--- config.mk ---
export PLATFORM = sky130hd
export DESIGN_NAME = ram_arbiter_flat
export DESIGN_NICKNAME = d
export VERILOG_FILES = /design/src/rtl/ram_arbiter_if.sv /design/src/rtl/ram_arbiter.sv /design/src/flat_wrapper.sv
export SDC_FILE = /design/constraint.sdc
export NUM_CORES = 1
export LEC_CHECK = 0
export ABC_AREA = 1
export ABC_CLOCK_PERIOD_IN_PS = 1400
export BUFFER_PORTS_ARGS = -buffer_cell sky130_fd_sc_hd__buf_2
export CAP_MARGIN = 30
export CORE_MARGIN = 5
export CORE_UTILIZATION = 42
export DETAILED_ROUTE_END_ITERATION = 10
export PLACE_DENSITY = 0.86
export SYNTH_ARGS = -nofsm -noshare
export SYNTH_HDL_FRONTEND = slang
export SYNTH_SLANG_ARGS = --single-unit
--- constraint.sdc ---
create_clock -name clk -period 1.4 [get_ports clk]
set_clock_uncertainty 0.2 [all_clocks]
set_input_delay 0.28 -clock clk [delete_from_list [all_inputs] [get_ports clk]]
set_output_delay 0.28 -clock clk [all_outputs]
set_load 0.01 [all_outputs]
--- src/rtl/ram_arbiter_if.sv ---
// Requester-side bus of the RAM arbiter: one instance per CPU port
// (instruction fetch or load/store). The requester drives the master
// modport; the arbiter uses the slave modport.
interface ram_arbiter_if #(
   parameter int ADDR_WIDTH = 8,
   parameter int DATA_WIDTH = 8
);
   logic                  req;
   logic                  we;
   logic [ADDR_WIDTH-1:0] addr;
   logic [DATA_WIDTH-1:0] wdata;
   logic                  gnt;
   logic                  rvalid;
   logic [DATA_WIDTH-1:0] rdata;

   modport master (
      output req, we, addr, wdata,
      input  gnt, rvalid, rdata
   );

   modport slave (
      input  req, we, addr, wdata,
      output gnt, rvalid, rdata
   );
endinterface

--- src/rtl/ram_arbiter.sv ---
// Two-requester arbiter and sequencer for a single-port synchronous RAM
// with a one-cycle registered read. Port A is instruction fetch, port B is
// load/store. One access is granted at a time; reads return data to the
// owner two cycles after the grant with a one-cycle rvalid pulse.
//
// Build option: define RAM_ARB_FIXED_PRIO_EN to make port A win every tie;
// by default ties alternate round-robin using the last granted port.
module ram_arbiter #(
   parameter int ADDR_WIDTH = 8,
   parameter int DATA_WIDTH = 8
) (
   input  logic                  clk,
   input  logic                  rst,
   ram_arbiter_if.slave          a,
   ram_arbiter_if.slave          b,
   output logic                  ram_we,
   output logic [ADDR_WIDTH-1:0] ram_addr,
   output logic [DATA_WIDTH-1:0] ram_wdata,
   input  logic [DATA_WIDTH-1:0] ram_rdata,
   output logic                  busy
);

   localparam logic [1:0] ST_IDLE    = 2'd0;
   localparam logic [1:0] ST_RD_WAIT = 2'd1;
   localparam logic [1:0] ST_RD_RESP = 2'd2;

   localparam logic OWNER_A = 1'b0;
   localparam logic OWNER_B = 1'b1;

   logic [1:0]            state_q,      state_d;
   logic                  owner_q,      owner_d;
   logic                  last_owner_q, last_owner_d;
   logic [ADDR_WIDTH-1:0] addr_hold_q,  addr_hold_d;
   logic [DATA_WIDTH-1:0] wdata_hold_q, wdata_hold_d;
   logic [DATA_WIDTH-1:0] a_rdata_q,    a_rdata_d;
   logic [DATA_WIDTH-1:0] b_rdata_q,    b_rdata_d;

   logic                  can_grant;
   logic                  tie_pick_a;
   logic                  a_win;
   logic                  b_win;
   logic                  grant;
   logic                  win_we;
   logic [ADDR_WIDTH-1:0] win_addr;
   logic [DATA_WIDTH-1:0] win_wdata;

`ifdef RAM_ARB_FIXED_PRIO_EN
   assign tie_pick_a = 1'b1;
`else
   assign tie_pick_a = (last_owner_q == OWNER_B);
`endif

   // Combinational grant decision and winner's request mux.
   always_comb begin
      // Grants are suppressed while reset is held so no gnt or ram_we
      // can leak out of an asserted reset.
      can_grant = rst && ((state_q == ST_IDLE) || (state_q == ST_RD_RESP));
      a_win     = can_grant && a.req && (!b.req || tie_pick_a);
      b_win     = can_grant && b.req && (!a.req || !tie_pick_a);
      grant     = a_win || b_win;
      win_we    = b_win ? b.we    : a.we;
      win_addr  = b_win ? b.addr  : a.addr;
      win_wdata = b_win ? b.wdata : a.wdata;
   end

   // Next-state logic: sequencing, ownership and read-data capture.
   always_comb begin
      // NOTE: every signal assigned here gets a default first, so no path
      // leaves it unassigned and no latch is inferred.
      state_d      = ST_IDLE;
      owner_d      = owner_q;
      last_owner_d = last_owner_q;
      addr_hold_d  = addr_hold_q;
      wdata_hold_d = wdata_hold_q;
      a_rdata_d    = a_rdata_q;
      b_rdata_d    = b_rdata_q;

      if (grant) begin
         state_d      = win_we ? ST_IDLE : ST_RD_WAIT;
         owner_d      = b_win ? OWNER_B : OWNER_A;
         last_owner_d = b_win ? OWNER_B : OWNER_A;
         addr_hold_d  = win_addr;
         wdata_hold_d = win_wdata;
      end else if (state_q == ST_RD_WAIT) begin
         state_d = ST_RD_RESP;
      end

      // The RAM presents read data in the cycle after the read grant.
      if (state_q == ST_RD_WAIT) begin
         if (owner_q == OWNER_B) begin
            b_rdata_d = ram_rdata;
         end else begin
            a_rdata_d = ram_rdata;
         end
      end
   end

   // State registers with asynchronous active-low reset.
   always_ff @(posedge clk or negedge rst) begin
      if (!rst) begin
         state_q      <= ST_IDLE;
         owner_q      <= OWNER_A;
         last_owner_q <= OWNER_B;
         addr_hold_q  <= '0;
         wdata_hold_q <= '0;
         a_rdata_q    <= '0;
         b_rdata_q    <= '0;
      end else begin
         // NOTE: non-blocking assignments so every flop samples the values
         // from before this edge, independent of statement order.
         state_q      <= state_d;
         owner_q      <= owner_d;
         last_owner_q <= last_owner_d;
         addr_hold_q  <= addr_hold_d;
         wdata_hold_q <= wdata_hold_d;
         a_rdata_q    <= a_rdata_d;
         b_rdata_q    <= b_rdata_d;
      end
   end

   // Requester responses: gnt is combinational, rvalid follows RD_RESP.
   assign a.gnt    = a_win;
   assign b.gnt    = b_win;
   assign a.rvalid = (state_q == ST_RD_RESP) && (owner_q == OWNER_A);
   assign b.rvalid = (state_q == ST_RD_RESP) && (owner_q == OWNER_B);
   assign a.rdata  = a_rdata_q;
   assign b.rdata  = b_rdata_q;

   // RAM side: driven from the winner in the grant cycle, otherwise the
   // address and data hold their last values and write enable is low.
   assign ram_we    = grant && win_we;
   assign ram_addr  = grant ? win_addr  : addr_hold_q;
   assign ram_wdata = grant ? win_wdata : wdata_hold_q;
   assign busy      = (state_q != ST_IDLE);

endmodule

--- src/flat_wrapper.sv ---
// flat-port wrapper written by rule: the top's interface ports become plain ports
module ram_arbiter_flat 
#(
   parameter int ADDR_WIDTH = 8,
   parameter int DATA_WIDTH = 8
)
  (clk, rst, ram_we, ram_addr, ram_wdata, ram_rdata, busy, a_req, a_we, a_addr, a_wdata, a_gnt, a_rvalid, a_rdata, b_req, b_we, b_addr, b_wdata, b_gnt, b_rvalid, b_rdata);
  ram_arbiter_if #(.ADDR_WIDTH(ADDR_WIDTH), .DATA_WIDTH(DATA_WIDTH)) a_i ();
  ram_arbiter_if #(.ADDR_WIDTH(ADDR_WIDTH), .DATA_WIDTH(DATA_WIDTH)) b_i ();
  input  logic clk;
  input  logic rst;
  output logic ram_we;
  output logic [ADDR_WIDTH-1:0] ram_addr;
  output logic [DATA_WIDTH-1:0] ram_wdata;
  input  logic [DATA_WIDTH-1:0] ram_rdata;
  output logic busy;
  input wire logic [$bits(a_i.req)-1:0] a_req;
  input wire logic [$bits(a_i.we)-1:0] a_we;
  input wire logic [$bits(a_i.addr)-1:0] a_addr;
  input wire logic [$bits(a_i.wdata)-1:0] a_wdata;
  output wire logic [$bits(a_i.gnt)-1:0] a_gnt;
  output wire logic [$bits(a_i.rvalid)-1:0] a_rvalid;
  output wire logic [$bits(a_i.rdata)-1:0] a_rdata;
  input wire logic [$bits(b_i.req)-1:0] b_req;
  input wire logic [$bits(b_i.we)-1:0] b_we;
  input wire logic [$bits(b_i.addr)-1:0] b_addr;
  input wire logic [$bits(b_i.wdata)-1:0] b_wdata;
  output wire logic [$bits(b_i.gnt)-1:0] b_gnt;
  output wire logic [$bits(b_i.rvalid)-1:0] b_rvalid;
  output wire logic [$bits(b_i.rdata)-1:0] b_rdata;
  assign a_i.req = a_req;
  assign a_i.we = a_we;
  assign a_i.addr = a_addr;
  assign a_i.wdata = a_wdata;
  assign a_gnt = a_i.gnt;
  assign a_rvalid = a_i.rvalid;
  assign a_rdata = a_i.rdata;
  assign b_i.req = b_req;
  assign b_i.we = b_we;
  assign b_i.addr = b_addr;
  assign b_i.wdata = b_wdata;
  assign b_gnt = b_i.gnt;
  assign b_rvalid = b_i.rvalid;
  assign b_rdata = b_i.rdata;
  ram_arbiter #(.ADDR_WIDTH(ADDR_WIDTH), .DATA_WIDTH(DATA_WIDTH)) u_core (.clk(clk), .rst(rst), .a(a_i), .b(b_i), .ram_we(ram_we), .ram_addr(ram_addr), .ram_wdata(ram_wdata), .ram_rdata(ram_rdata), .busy(busy));
endmodule
==> impl_results.rst, run 1 <==
.. list-table::
   :header-rows: 1

   * - Metric
     - Value
   * - Io pins
     - 84
   * - Global-route total usage across every layer
     - 0.192
   * - Die area
     - 0.00573 mm^2
   * - Multi-input logic area
     - 877 um^2
   * - Sum of negative setup slack
     - -16,740 ps
   * - Top cell type by total area after synthesis
     - sky130_fd_sc_hd__dfrtp_1
   * - Post-route DRC
     - 0
   * - Effective utilization at floorplan
     - 0.443
   * - Post-route core utilization
     - 0.739
   * - Root buf cell
     - sky130_fd_sc_hd__clkbuf_8
   * - Ratio of cells with drive above 1 in the final layout
     - 0.570
   * - Sequential share of power
     - 0.385
   * - Mean cell area of the mapped netlist
     - between 7 and 8 um^2
   * - Vias after detailed routing
     - 1,981
   * - CP Data Required Time
     - 920 ps
   * - Peak supply drop
     - 773 uV
   * - Leak Pwr
     - 1.69 nW
   * - Most frequent cells in the layout
     - 68 x sky130_fd_sc_hd__buf_2, 46 x sky130_fd_sc_hd__inv_1, 34 x sky130_fd_sc_hd__dfrtp_1, 32 x sky130_fd_sc_hd__nand2_1, 32 x sky130_fd_sc_hd__nand2_2
   * - Violated checks
     - negative setup slack
   * - Startpoint of the lowest-slack register-to-register path
     - u_core.state_q[0]
   * - Distinct cells, synth
     - 21
   * - Hold Path Cell Cnt
     - 3
   * - Arrival time worst endpoint
     - approximately 1600 ps
   * - Global route total overflow
     - 0
   * - Length in cells of the worst reg-to-reg path
     - 7
   * - Net switching power figure
     - between 0.001 and 0.0015 W
   * - Slack of the worst reg-to-reg path
     - -300 ps
   * - Crit Reg-Reg Endpoint
     - u_core.wdata_hold_q[1]
   * - Setup CP Type
     - flop to output pin
   * - Syn_nets
     - between 200 and 300
   * - Via count of the first global-routing pass
     - 1,806
   * - Total power density per cell area
     - 1270 mW/mm^2
   * - Number of diodes added for antenna fixing
     - 0
   * - Number of rows created at floorplan
     - 23
   * - Ordered list of cells on the worst path
     - nor2_4 -> o21ai_4 -> clkinvlp_4 -> nand3_2 -> nand2_4 -> buf_6
   * - Synthesis-stage register bit count
     - 36
   * - GPL Wtd Cong
     - 0.870
   * - Average wire per cell in the routed design
     - 15.6 um
   * - Rel. slew slack
     - 0.688
   * - First-pass iteration count of the detailed router
     - 4
   * - Number of levels in the clock H-tree
     - 2
   * - Sw frac
     - 0.337
   * - CP max FO
     - 5
   * - Hold Crit Endpoint
     - u_core.a.rdata[0]
   * - Total number of yosys warnings
     - 0
   * - Count of final max-slew check failures
     - 0
   * - Fin nets
     - roughly 390
   * - Combined area of all synthesized cells
     - approximately 0.0018 mm^2
   * - Most common cell after layout, fill and taps aside
     - sky130_fd_sc_hd__buf_2
   * - Final-report setup violation count
     - 57
   * - Height of the die
     - 75.7 um
   * - Post-synthesis instance total
     - 227
   * - Top cell type's share of synthesized area
     - 0.483
   * - Setup repair after global routing missed its margin
     - yes
   * - Number of violations of the max-capacitance limit
     - 0
   * - Skew-Pair Late Insertion Delay
     - 280 ps
   * - Worst setup slack after layout
     - -666 ps
   * - Antenna violations before repair
     - 0
   * - Internal Pwr Total
     - 0.00255 W
   * - Detailed placer's ending HPWL
     - between 3000 and 4000 um
   * - Slew at the pin closest to its max-slew limit
     - 468 ps
   * - DRC marker count from the first detailed-route iteration
     - about 110
   * - Cells taking the most area after synthesis
     - sky130_fd_sc_hd__dfrtp_1 48%, sky130_fd_sc_hd__nand2_1 14%, sky130_fd_sc_hd__inv_1 9.9%
   * - Start point of the worst hold path
     - ram_rdata[0]
   * - Max Clk Rate
     - 484 MHz
   * - Final hold vios
     - 0
   * - Total of buffers placed on input and output ports
     - 83
   * - Number of vias per cell after detailed routing
     - ~5
   * - Total Routed Length
     - about 6200 um
   * - Overall power after layout
     - between 0.003 and 0.004 W
   * - Clock buffers created by TritonCTS
     - 5
   * - Filler cell count in the final layout
     - around 300
   * - Slowest CP cell
     - sky130_fd_sc_hd__dfrtp_1
   * - DIE WIDTH
     - 75.7 um
   * - Share of the clock period used by the worst path after layout
     - 1.48
   * - Clock network fraction of design power
     - 0.235
   * - TritonCTS clock tree
     - yes
   * - Wire length of the first global-routing pass
     - 8190 um
   * - Total number of clock tree sinks
     - 36
   * - Startpoint type of the worst setup path
     - flop
   * - Worst hold slack
     - 40.8 ps
   * - Maximum single-stage delay on the critical path
     - 420 ps
   * - Area delta synth->final
     - 66.6%
   * - Clock period minus worst slack
     - a little over 2000 ps
   * - Result of the run
     - complete, but fails checks
   * - Deepest clock path buffer count
     - 2
   * - Core ar.
     - around 0.0041 mm^2
   * - Min-Delay Path Class
     - primary input to flop
   * - Number of nets with antenna violations after detailed routing
     - 0
   * - Seq. cell area
     - 903 um^2
   * - Clock input transition at the sequential cells of the worst setup and hold paths
     - 70 ps
   * - Power share of the combinational group
     - 0.380
   * - Portion of the post-synthesis area used by sequential elements
     - 0.498
   * - Maximum number of pins on one net before global-route repair
     - 37
   * - Sort of element at the end of the critical path
     - output pin
## power by group through the flow
| stage | logic [W] | registers, W | clock network (W) |
|---|---|---|---|
| 3_5_place_dp | 0.00110 | 0.00145 | 0 |
| 6_report | 0.00146 | 0.00148 | 0.000903 |
| 2_1_floorplan | 0.000481 | 0.00154 | 0 |
| 3_3_place_gp | 0.00106 | 0.00144 | 0 |
| 4_1_cts | 0.00119 | 0.00144 | 0.000922 |
| 5_1_grt | 0.00159 | 0.00151 | 0.000973 |
## worst max-delay path by stage
stage	from	end	slack, ps	cells past startpoint
final	u_core.state_q[0]	ram_addr[3]	-670	6
after detailed placement	rst	ram_addr[2]	-400	8
after floorplan	u_core.state_q[0]	ram_we	-170	7
after global routing	u_core.state_q[0]	ram_addr[6]	-740	7
after CTS	u_core.state_q[0]	ram_wdata[2]	-600	6
after global placement	rst	ram_wdata[2]	-330	8
## kinds of logic after synthesis
family / share of synthesized area
flops: 0.498
simple gates: 0.285
compound gates: 0.0601
buf+inv: 0.157
## flip-flops by register name, indices dropped and copies added, names as in the netlist
name / cells
u_core.last_owner_q: 1
u_core.state_q: 2
u_core.a.rdata: 8
u_core.owner_q: 1
u_core.addr_hold_q: 8
u_core.b.rdata: 8
u_core.wdata_hold_q: 8
## stage by stage
stage	instance area (um^2)	worst slack [ps]	instances
finish	3020	-666	399
global route	3020	-739	399
global placement	2400	-327	372
floorplan	1840	-165	227
CTS	2660	-598	386
detailed placement	2400	-405	372
## layout make-up
class	instances	share of cell area
Clock buffer	5	0.0228
Timing Repair inverter	2	0.00414
Timing Repair Buffer	121	0.284
Tap cell	50	0.0207
Sequential cell	36	0.299
Inverter	49	0.0642
Clock inverter	3	0.0141
Multi-Input combinational cell	133	0.291
## what timing repair did
| item | in CTS | in global routing |
|---|---|---|
| buffers inserted | 4 | 12 |
| gates resized for setup | 25 | 64 |
| hold buffers | 1 | 0 |
| endpoints found under the setup margin | 43 | 56 |
| cloned | 2 | 2 |
| hold endpoints to repair | 35 | 0 |
| pin swaps | 2 | 20 |
## Yosys cell counts, drive strengths merged
cell type / number
inv: 49
dfstp: 1
nand3: 17
nor2: 3
nor3: 2
nand2: 71
buf: 11
nand4: 17
o21ai: 19
a21oi: 2
dfrtp: 35
## routing by layer
metal / vias to the layer above / wire (um) / track usage
li1: 948 / - / -
met1: 946 / 2360 / 0.232
met2: 80 / 3420 / 0.342
met3: 7 / 372 / 0.0330
met4: 0 / 65 / 0.0699
met5: - / 0 / 0
## worst max-delay path: cells and delay by family (launching register included)
kind	cells	cell delay, ps
compound gates	1	150
buf+inv	2	310
flops	1	420
simple gates	3	420
(Power assumes the default switching activity.)
==> run 2: changes to the inputs <==
- BUFFER_PORTS_ARGS: -buffer_cell sky130_fd_sc_hd__buf_2 -> default
- CORE_UTILIZATION: 42 -> 56
- DONT_BUFFER_PORTS: default -> 1
- HOLD_SLACK_MARGIN: default -> 0.1
- PLACE_DENSITY: 0.86 -> 0.84
==> impl_results.rst, run 2 (synthesis results as in run 1) <==
.. list-table::
   :header-rows: 1

   * - Metric
     - Value
   * - Deepest clock path buffer count
     - 2 (unchanged)
   * - Wire length of the first global-routing pass
     - 6860 um (was 8190 um)
   * - Sort of element at the end of the critical path
     - output pin (unchanged)
   * - Clock input transition at the sequential cells of the worst setup and hold paths
     - 110 ps (was 70 ps)
   * - Net switching power figure
     - 0.00107 W (was 0.00129 W)
   * - Setup CP Type
     - flop to output pin (unchanged)
   * - Violated checks
     - negative hold slack, negative setup slack (was negative setup slack)
   * - Die area
     - 0.00447 mm^2 (was 0.00573 mm^2)
   * - Effective utilization at floorplan
     - 0.589 (was 0.443)
   * - Global route total overflow
     - 0 (unchanged)
   * - Power share of the combinational group
     - 0.256 (was 0.380)
   * - Share of the clock period used by the worst path after layout
     - 1.42 (was 1.48)
   * - Via count of the first global-routing pass
     - 1,473 (was 1,806)
   * - Post-route core utilization
     - 0.766 (was 0.739)
   * - TritonCTS clock tree
     - yes (unchanged)
   * - Root buf cell
     - sky130_fd_sc_hd__clkbuf_4 (was sky130_fd_sc_hd__clkbuf_8)
   * - Startpoint type of the worst setup path
     - flop (unchanged)
   * - Most frequent cells in the layout
     - 46 x sky130_fd_sc_hd__inv_1, 43 x sky130_fd_sc_hd__nand2_1, 34 x sky130_fd_sc_hd__dfrtp_1, 20 x sky130_fd_sc_hd__nand2_2, 17 x sky130_fd_sc_hd__nand4_1 (was 68 x sky130_fd_sc_hd__buf_2, 46 x sky130_fd_sc_hd__inv_1, 34 x sky130_fd_sc_hd__dfrtp_1, 32 x sky130_fd_sc_hd__nand2_1, 32 x sky130_fd_sc_hd__nand2_2)
   * - Clock network fraction of design power
     - 0.227 (was 0.235)
   * - Worst setup slack after layout
     - -587 ps (was -666 ps)
   * - CP max FO
     - 9 (was 5)
   * - Final hold vios
     - 2 (was 0)
   * - Worst hold slack
     - -39.8 ps (was 40.8 ps)
   * - Number of levels in the clock H-tree
     - 2 (unchanged)
   * - Hold-fix buffers, CTS
     - 10 (was 1)
   * - Number of rows created at floorplan
     - 20 (was 23)
   * - DRC marker count from the first detailed-route iteration
     - 102 (was 112)
   * - Result of the run
     - complete, but fails checks (unchanged)
   * - Height of the die
     - 66.9 um (was 75.7 um)
   * - Fin nets
     - 300 (was 394)
   * - Number of diodes added for antenna fixing
     - 0 (unchanged)
   * - Filler cell count in the final layout
     - 215 (was 297)
   * - Core ar.
     - 0.00308 mm^2 (was 0.00409 mm^2)
   * - Detailed placer's ending HPWL
     - 2770 um (was 3710 um)
   * - Max Clk Rate
     - 503 MHz (was 484 MHz)
   * - CP Data Required Time
     - 920 ps (about the same)
   * - Clock buffers created by TritonCTS
     - 5 (unchanged)
   * - GPL Wtd Cong
     - 0.764 (was 0.870)
   * - Number of vias per cell after detailed routing
     - 5.25 (was 4.96)
   * - Count of final max-slew check failures
     - 0 (unchanged)
   * - Final-report setup violation count
     - 54 (was 57)
   * - Total of buffers placed on input and output ports
     - 0 (was 83)
   * - Most common cell after layout, fill and taps aside
     - sky130_fd_sc_hd__inv_1 (was sky130_fd_sc_hd__buf_2)
   * - Sequential share of power
     - 0.517 (was 0.385)
   * - Ratio of cells with drive above 1 in the final layout
     - 0.286 (was 0.570)
   * - Post-route DRC
     - 0 (unchanged)
   * - Average wire per cell in the routed design
     - 16.1 um (was 15.6 um)
   * - Antenna violations before repair
     - 0 (unchanged)
   * - Arrival time worst endpoint
     - 1510 ps (was 1590 ps)
   * - Area delta synth->final
     - 30.2% (was 66.6%)
   * - Skew-Pair Late Insertion Delay
     - 320 ps (was 280 ps)
   * - First-pass iteration count of the detailed router
     - 4 (unchanged)
   * - Min-Delay Path Class
     - primary input to flop (unchanged)
   * - Number of violations of the max-capacitance limit
     - 0 (unchanged)
   * - Total number of clock tree sinks
     - 36 (unchanged)
   * - Vias after detailed routing
     - 1,571 (was 1,981)
   * - Maximum number of pins on one net before global-route repair
     - 37 (unchanged)
   * - Total Routed Length
     - 4830 um (was 6210 um)
   * - Setup repair after global routing missed its margin
     - yes (unchanged)
   * - Sum of negative setup slack
     - -13,090 ps (was -16,740 ps)
   * - Peak supply drop
     - 802 uV (was 773 uV)
   * - Clock period minus worst slack
     - 1990 ps (was 2070 ps)
   * - Number of nets with antenna violations after detailed routing
     - 0 (unchanged)
   * - DIE WIDTH
     - 66.9 um (was 75.7 um)
   * - Slew at the pin closest to its max-slew limit
     - 321 ps (was 468 ps)
   * - Rel. slew slack
     - 0.785 (was 0.688)
   * - Internal Pwr Total
     - 0.00201 W (was 0.00255 W)
   * - Sw frac
     - 0.346 (was 0.337)
   * - Global-route total usage across every layer
     - 0.205 (was 0.192)
   * - Total power density per cell area
     - 1310 mW/mm^2 (was 1270 mW/mm^2)
   * - Leak Pwr
     - 1.27 nW (was 1.69 nW)
   * - Io pins
     - 84 (unchanged)
## run 2: cell count changes in the layout (fill, tap and decap cells not counted), moves of 10 or more
cell / delta
sky130_fd_sc_hd__buf_4: -17
sky130_fd_sc_hd__nand2_1: +11
sky130_fd_sc_hd__buf_6: -21
sky130_fd_sc_hd__nand3_2: -10
sky130_fd_sc_hd__buf_2: -68
sky130_fd_sc_hd__nand2_2: -12
sky130_fd_sc_hd__nand3_1: +11
## run 2: power by group through the flow
stage	logic, W	clock network (W)	registers [W]
after floorplan	0.000481	0	0.00154
after global placement	0.000578	0	0.00159
after detailed placement	0.000599	0	0.00160
after CTS	0.000681	0.000722	0.00158
after global routing	0.000890	0.000764	0.00163
final	0.000787	0.000699	0.00159
## run 2: per-layer routing
| layer | share of wire | vias up | global-route usage |
|---|---|---|---|
| met4 | 0.015 | 0 | 0.0937 |
| li1 | - | 767 | - |
| met5 | 0 | - | 0 |
| met1 | 0.43 | 739 | 0.264 |
| met3 | 0.056 | 9 | 0.0573 |
| met2 | 0.50 | 56 | 0.319 |
## run 2: final cells by class
type / instances / area [um^2] / area share
timing repair inverter: 1 / 6.26 / 0.00265
multi-input combinational: 135 / 820 / 0.347
clock inverter: 2 / 35.0 / 0.0149
timing repair buffer: 26 / 304 / 0.129
tap: 44 / 55.1 / 0.0233
sequential: 36 / 903 / 0.383
clock buffer: 6 / 41.3 / 0.0175
inverter: 49 / 194 / 0.0822
## run 2: stage by stage
step | cell area (um^2) | cells | power (W) | worst slack, ps
finish | 2360 | 299 | 0.00308 | -587
global route | 2360 | 299 | 0.00328 | -662
CTS | 2170 | 293 | 0.00298 | -578
detailed placement | 1920 | 274 | 0.00219 | -276
global placement | 1920 | 274 | 0.00217 | -230
floorplan | 1840 | 227 | 0.00202 | -165
## run 2: worst paths after layout
check                           slack (ps)                   from  cells after the start                     end
worst min register to register         320  u_core.addr_hold_q[5]                      2   u_core.addr_hold_q[5]
worst min-delay path                   -40                  b_req                      2       u_core.state_q[0]
worst max-delay path                  -590      u_core.state_q[0]                      6            ram_wdata[3]
max in group asynchronous              500                    rst                      2     u_core.last_owner_q
min in group asynchronous              250                    rst                      2       u_core.state_q[0]
worst max register to register        -210      u_core.state_q[0]                      7  u_core.wdata_hold_q[3]
## run 2: timing repair
action,in CTS,in global routing
setup buffers,0,1
pin swaps,4,5
gates resized for setup,15,34
setup endpoints to repair,39,56
gates cloned,1,5
endpoints found under the hold margin,67,15
## run 2: critical path, cell delays in order (launching register included)
cell,delay [ps]
sky130_fd_sc_hd__dfrtp_1,430
sky130_fd_sc_hd__nor2_4,130
sky130_fd_sc_hd__buf_12,140
sky130_fd_sc_hd__o21ai_4,110
sky130_fd_sc_hd__clkbuf_16,190
sky130_fd_sc_hd__nand2_1,90
sky130_fd_sc_hd__nand2_2,90
==> run 3: changes to the inputs <==
- TNS_END_PERCENT: default -> 10
==> impl_results.rst, run 3 (synthesis results as in run 1) <==
.. list-table::
   :header-rows: 1

   * - Metric
     - Value
   * - Startpoint of the lowest-slack register-to-register path
     - u_core.state_q[0] (unchanged)
   * - Number of violations of the max-capacitance limit
     - 0 (unchanged)
   * - Ordered list of cells on the worst path
     - nor2_4 -> buf_6 -> o21ai_4 -> clkinvlp_4 -> nand3_2 -> nand2_4 (was nor2_4 -> buf_12 -> o21ai_4 -> clkbuf_16 -> nand2_1 -> nand2_2)
   * - Area delta synth->final
     - 33.0% (was 30.2%)
   * - Global-route total usage across every layer
     - 0.249 (was 0.205)
   * - Height of the die
     - 66.9 um (unchanged)
   * - Slew at the pin closest to its max-slew limit
     - 318 ps (was 321 ps)
   * - Slowest CP cell
     - sky130_fd_sc_hd__dfrtp_1 (unchanged)
   * - CP max FO
     - 5 (was 9)
   * - Fin nets
     - 306 (was 300)
   * - Number of nets with antenna violations after detailed routing
     - 0 (unchanged)
   * - Internal Pwr Total
     - 0.00203 W (was 0.00201 W)
   * - Ratio of cells with drive above 1 in the final layout
     - 0.299 (was 0.286)
   * - Final hold vios
     - 1 (was 2)
   * - Sequential share of power
     - 0.506 (was 0.517)
   * - Most common cell after layout, fill and taps aside
     - sky130_fd_sc_hd__nand2_1 (was sky130_fd_sc_hd__inv_1)
   * - First-pass iteration count of the detailed router
     - 4 (unchanged)
   * - Maximum number of pins on one net before global-route repair
     - 37 (unchanged)
   * - Sort of element at the end of the critical path
     - output pin (unchanged)
   * - Most frequent cells in the layout
     - 48 x sky130_fd_sc_hd__nand2_1, 47 x sky130_fd_sc_hd__inv_1, 35 x sky130_fd_sc_hd__dfrtp_1, 17 x sky130_fd_sc_hd__nand4_1 (was 46 x sky130_fd_sc_hd__inv_1, 43 x sky130_fd_sc_hd__nand2_1, 34 x sky130_fd_sc_hd__dfrtp_1, 20 x sky130_fd_sc_hd__nand2_2, 17 x sky130_fd_sc_hd__nand4_1)
   * - Peak supply drop
     - 1000 uV (was 802 uV)
   * - Number of rows created at floorplan
     - 20 (unchanged)
   * - Clock buffers created by TritonCTS
     - 5 (unchanged)
   * - Cell class contributing the biggest share of worst-path delay
     - flip-flops (unchanged)
   * - Min-Delay Path Class
     - primary input to flop (unchanged)
   * - Rel. slew slack
     - 0.787 (was 0.785)
   * - Total number of clock tree sinks
     - 36 (unchanged)
   * - Post-route core utilization
     - 0.783 (was 0.766)
   * - Filler cell count in the final layout
     - 215 (unchanged)
   * - Leak Pwr
     - 1.28 nW (was 1.27 nW)
   * - Effective utilization at floorplan
     - 0.589 (unchanged)
   * - Number of levels in the clock H-tree
     - 2 (unchanged)
   * - Net switching power figure
     - 0.00110 W (was 0.00107 W)
   * - Standard cell area after detailed placement
     - 0.00189 mm^2 (was 0.00192 mm^2)
   * - Total Routed Length
     - 5220 um (was 4830 um)
   * - Count of final max-slew check failures
     - 0 (unchanged)
   * - Clock network fraction of design power
     - 0.230 (was 0.227)
   * - Launching instance or port of the critical path
     - u_core.state_q[0] (unchanged)
   * - DRC marker count from the first detailed-route iteration
     - 88 (was 102)
   * - TritonCTS clock tree
     - yes (unchanged)
   * - GPL Wtd Cong
     - 0.812 (was 0.764)
   * - Max Clk Rate
     - 492 MHz (was 503 MHz)
   * - Total power density per cell area
     - 1300 mW/mm^2 (was 1310 mW/mm^2)
   * - Hold-fix buffers, CTS
     - 10 (unchanged)
   * - Final-report setup violation count
     - 42 (was 54)
   * - Vias after detailed routing
     - 1,694 (was 1,571)
   * - Setup CP Type
     - flop to output pin (unchanged)
   * - Sum of negative setup slack
     - -13,860 ps (was -13,090 ps)
   * - Post-route DRC
     - 0 (unchanged)
   * - Via count of the first global-routing pass
     - 1,658 (was 1,473)
   * - Worst setup slack after layout
     - -633 ps (was -587 ps)
   * - Core ar.
     - 0.00308 mm^2 (unchanged)
   * - CP Data Required Time
     - 920 ps (about the same)
   * - Startpoint type of the worst setup path
     - flop (unchanged)
   * - Violated checks
     - negative hold slack, negative setup slack (unchanged)
   * - Setup repair after global routing missed its margin
     - yes (unchanged)
   * - Number of diodes added for antenna fixing
     - 0 (unchanged)
   * - Wire length of the first global-routing pass
     - 8140 um (was 6860 um)
   * - Die area
     - 0.00447 mm^2 (unchanged)
   * - Number of buffer and inverter instances along the worst setup path
     - 2 (unchanged)
   * - Deepest clock path buffer count
     - 2 (unchanged)
   * - Start point of the worst hold path
     - b_req (unchanged)
   * - Clock period minus worst slack
     - 2030 ps (was 1990 ps)
   * - Clock input transition at the sequential cells of the worst setup and hold paths
     - 110 ps (about the same)
   * - Global route total overflow
     - 0 (unchanged)
   * - Skew-Pair Late Insertion Delay
     - 340 ps (was 320 ps)
   * - Worst hold slack
     - -10.4 ps (was -39.8 ps)
   * - DIE WIDTH
     - 66.9 um (unchanged)
   * - Sw frac
     - 0.352 (was 0.346)
   * - Seq. cell area
     - 902 um^2 (was 903 um^2)
   * - Detailed placer's ending HPWL
     - 2980 um (was 2770 um)
   * - Share of the clock period used by the worst path after layout
     - 1.45 (was 1.42)
   * - Arrival time worst endpoint
     - 1550 ps (was 1510 ps)
   * - Antenna violations before repair
     - 0 (unchanged)
   * - Multi-input logic area
     - 842 um^2 (was 820 um^2)
   * - Fin area
     - 0.00241 mm^2 (was 0.00236 mm^2)
   * - Total of buffers placed on input and output ports
     - 0 (unchanged)
   * - Root buf cell
     - sky130_fd_sc_hd__clkbuf_4 (unchanged)
   * - Maximum single-stage delay on the critical path
     - 420 ps (was 430 ps)
   * - Average wire per cell in the routed design
     - 17.1 um (was 16.1 um)
   * - Result of the run
     - complete, but fails checks (unchanged)
   * - Number of vias per cell after detailed routing
     - 5.55 (was 5.25)
   * - Io pins
     - 84 (unchanged)
   * - Power share of the combinational group
     - 0.264 (was 0.256)
## run 3: cell types whose count changed in the layout (fill, tap and decap cells not counted), moves of 4 or more
cell,change
sky130_fd_sc_hd__nand3_1,-8
sky130_fd_sc_hd__nand2_2,-8
sky130_fd_sc_hd__buf_6,+5
sky130_fd_sc_hd__o21ai_0,-4
sky130_fd_sc_hd__nand2_1,+5
sky130_fd_sc_hd__o21ai_1,+4
sky130_fd_sc_hd__buf_4,+5
sky130_fd_sc_hd__nand3_2,+7
## run 3: cell type report
| type | count | share of cell area |
|---|---|---|
| Clock inverter | 2 | 0.0145 |
| Multi-Input combinational cell | 133 | 0.349 |
| Timing Repair inverter | 2 | 0.00623 |
| Clock buffer | 6 | 0.0171 |
| Tap cell | 44 | 0.0228 |
| Sequential cell | 36 | 0.374 |
| Timing Repair Buffer | 33 | 0.138 |
| Inverter | 49 | 0.0774 |
## run 3: final timing paths
path | endpoint | slack, ps | cells past startpoint
max in group asynchronous | u_core.last_owner_q | 570 | 2
min | u_core.state_q[0] | -10 | 2
max | ram_wdata[2] | -630 | 6
min in group asynchronous | u_core.owner_q | 190 | 2
min reg2reg | u_core.state_q[1] | 310 | 1
max reg2reg | u_core.addr_hold_q[7] | -210 | 7
## run 3: routing by layer
metal	routed length, um	global-route usage	up-vias	share of wire
met5	0	0	-	0
met2	2680	0.412	84	0.51
met1	2100	0.320	823	0.40
met4	68	0.0810	0	0.013
met3	378	0.0607	10	0.072
li1	-	-	777	-
## run 3: power groups by stage
stage	Sequential (W)	Clock [W]	Combinational [W]
after floorplan	0.00154	0	0.000460
after global placement	0.00159	0	0.000555
after detailed placement	0.00160	0	0.000578
after CTS	0.00158	0.000735	0.000733
after global routing	0.00162	0.000795	0.000917
final	0.00158	0.000720	0.000826
## run 3: stage by stage
step	instances	total power, W	setup WS [ps]
CTS	305	0.00305	-598
global placement	276	0.00214	-248
global route	305	0.00333	-712
finish	305	0.00313	-633
floorplan	227	0.00200	-165
detailed placement	276	0.00218	-298
## run 3: timing repair
item / CTS / global route
pin swaps: 11 / 10
endpoints found under the setup margin: 39 / 57
gates cloned: 4 / 0
setup buffers: 7 / 0
hold endpoints to repair: 66 / 15
gates resized for setup: 32 / 33
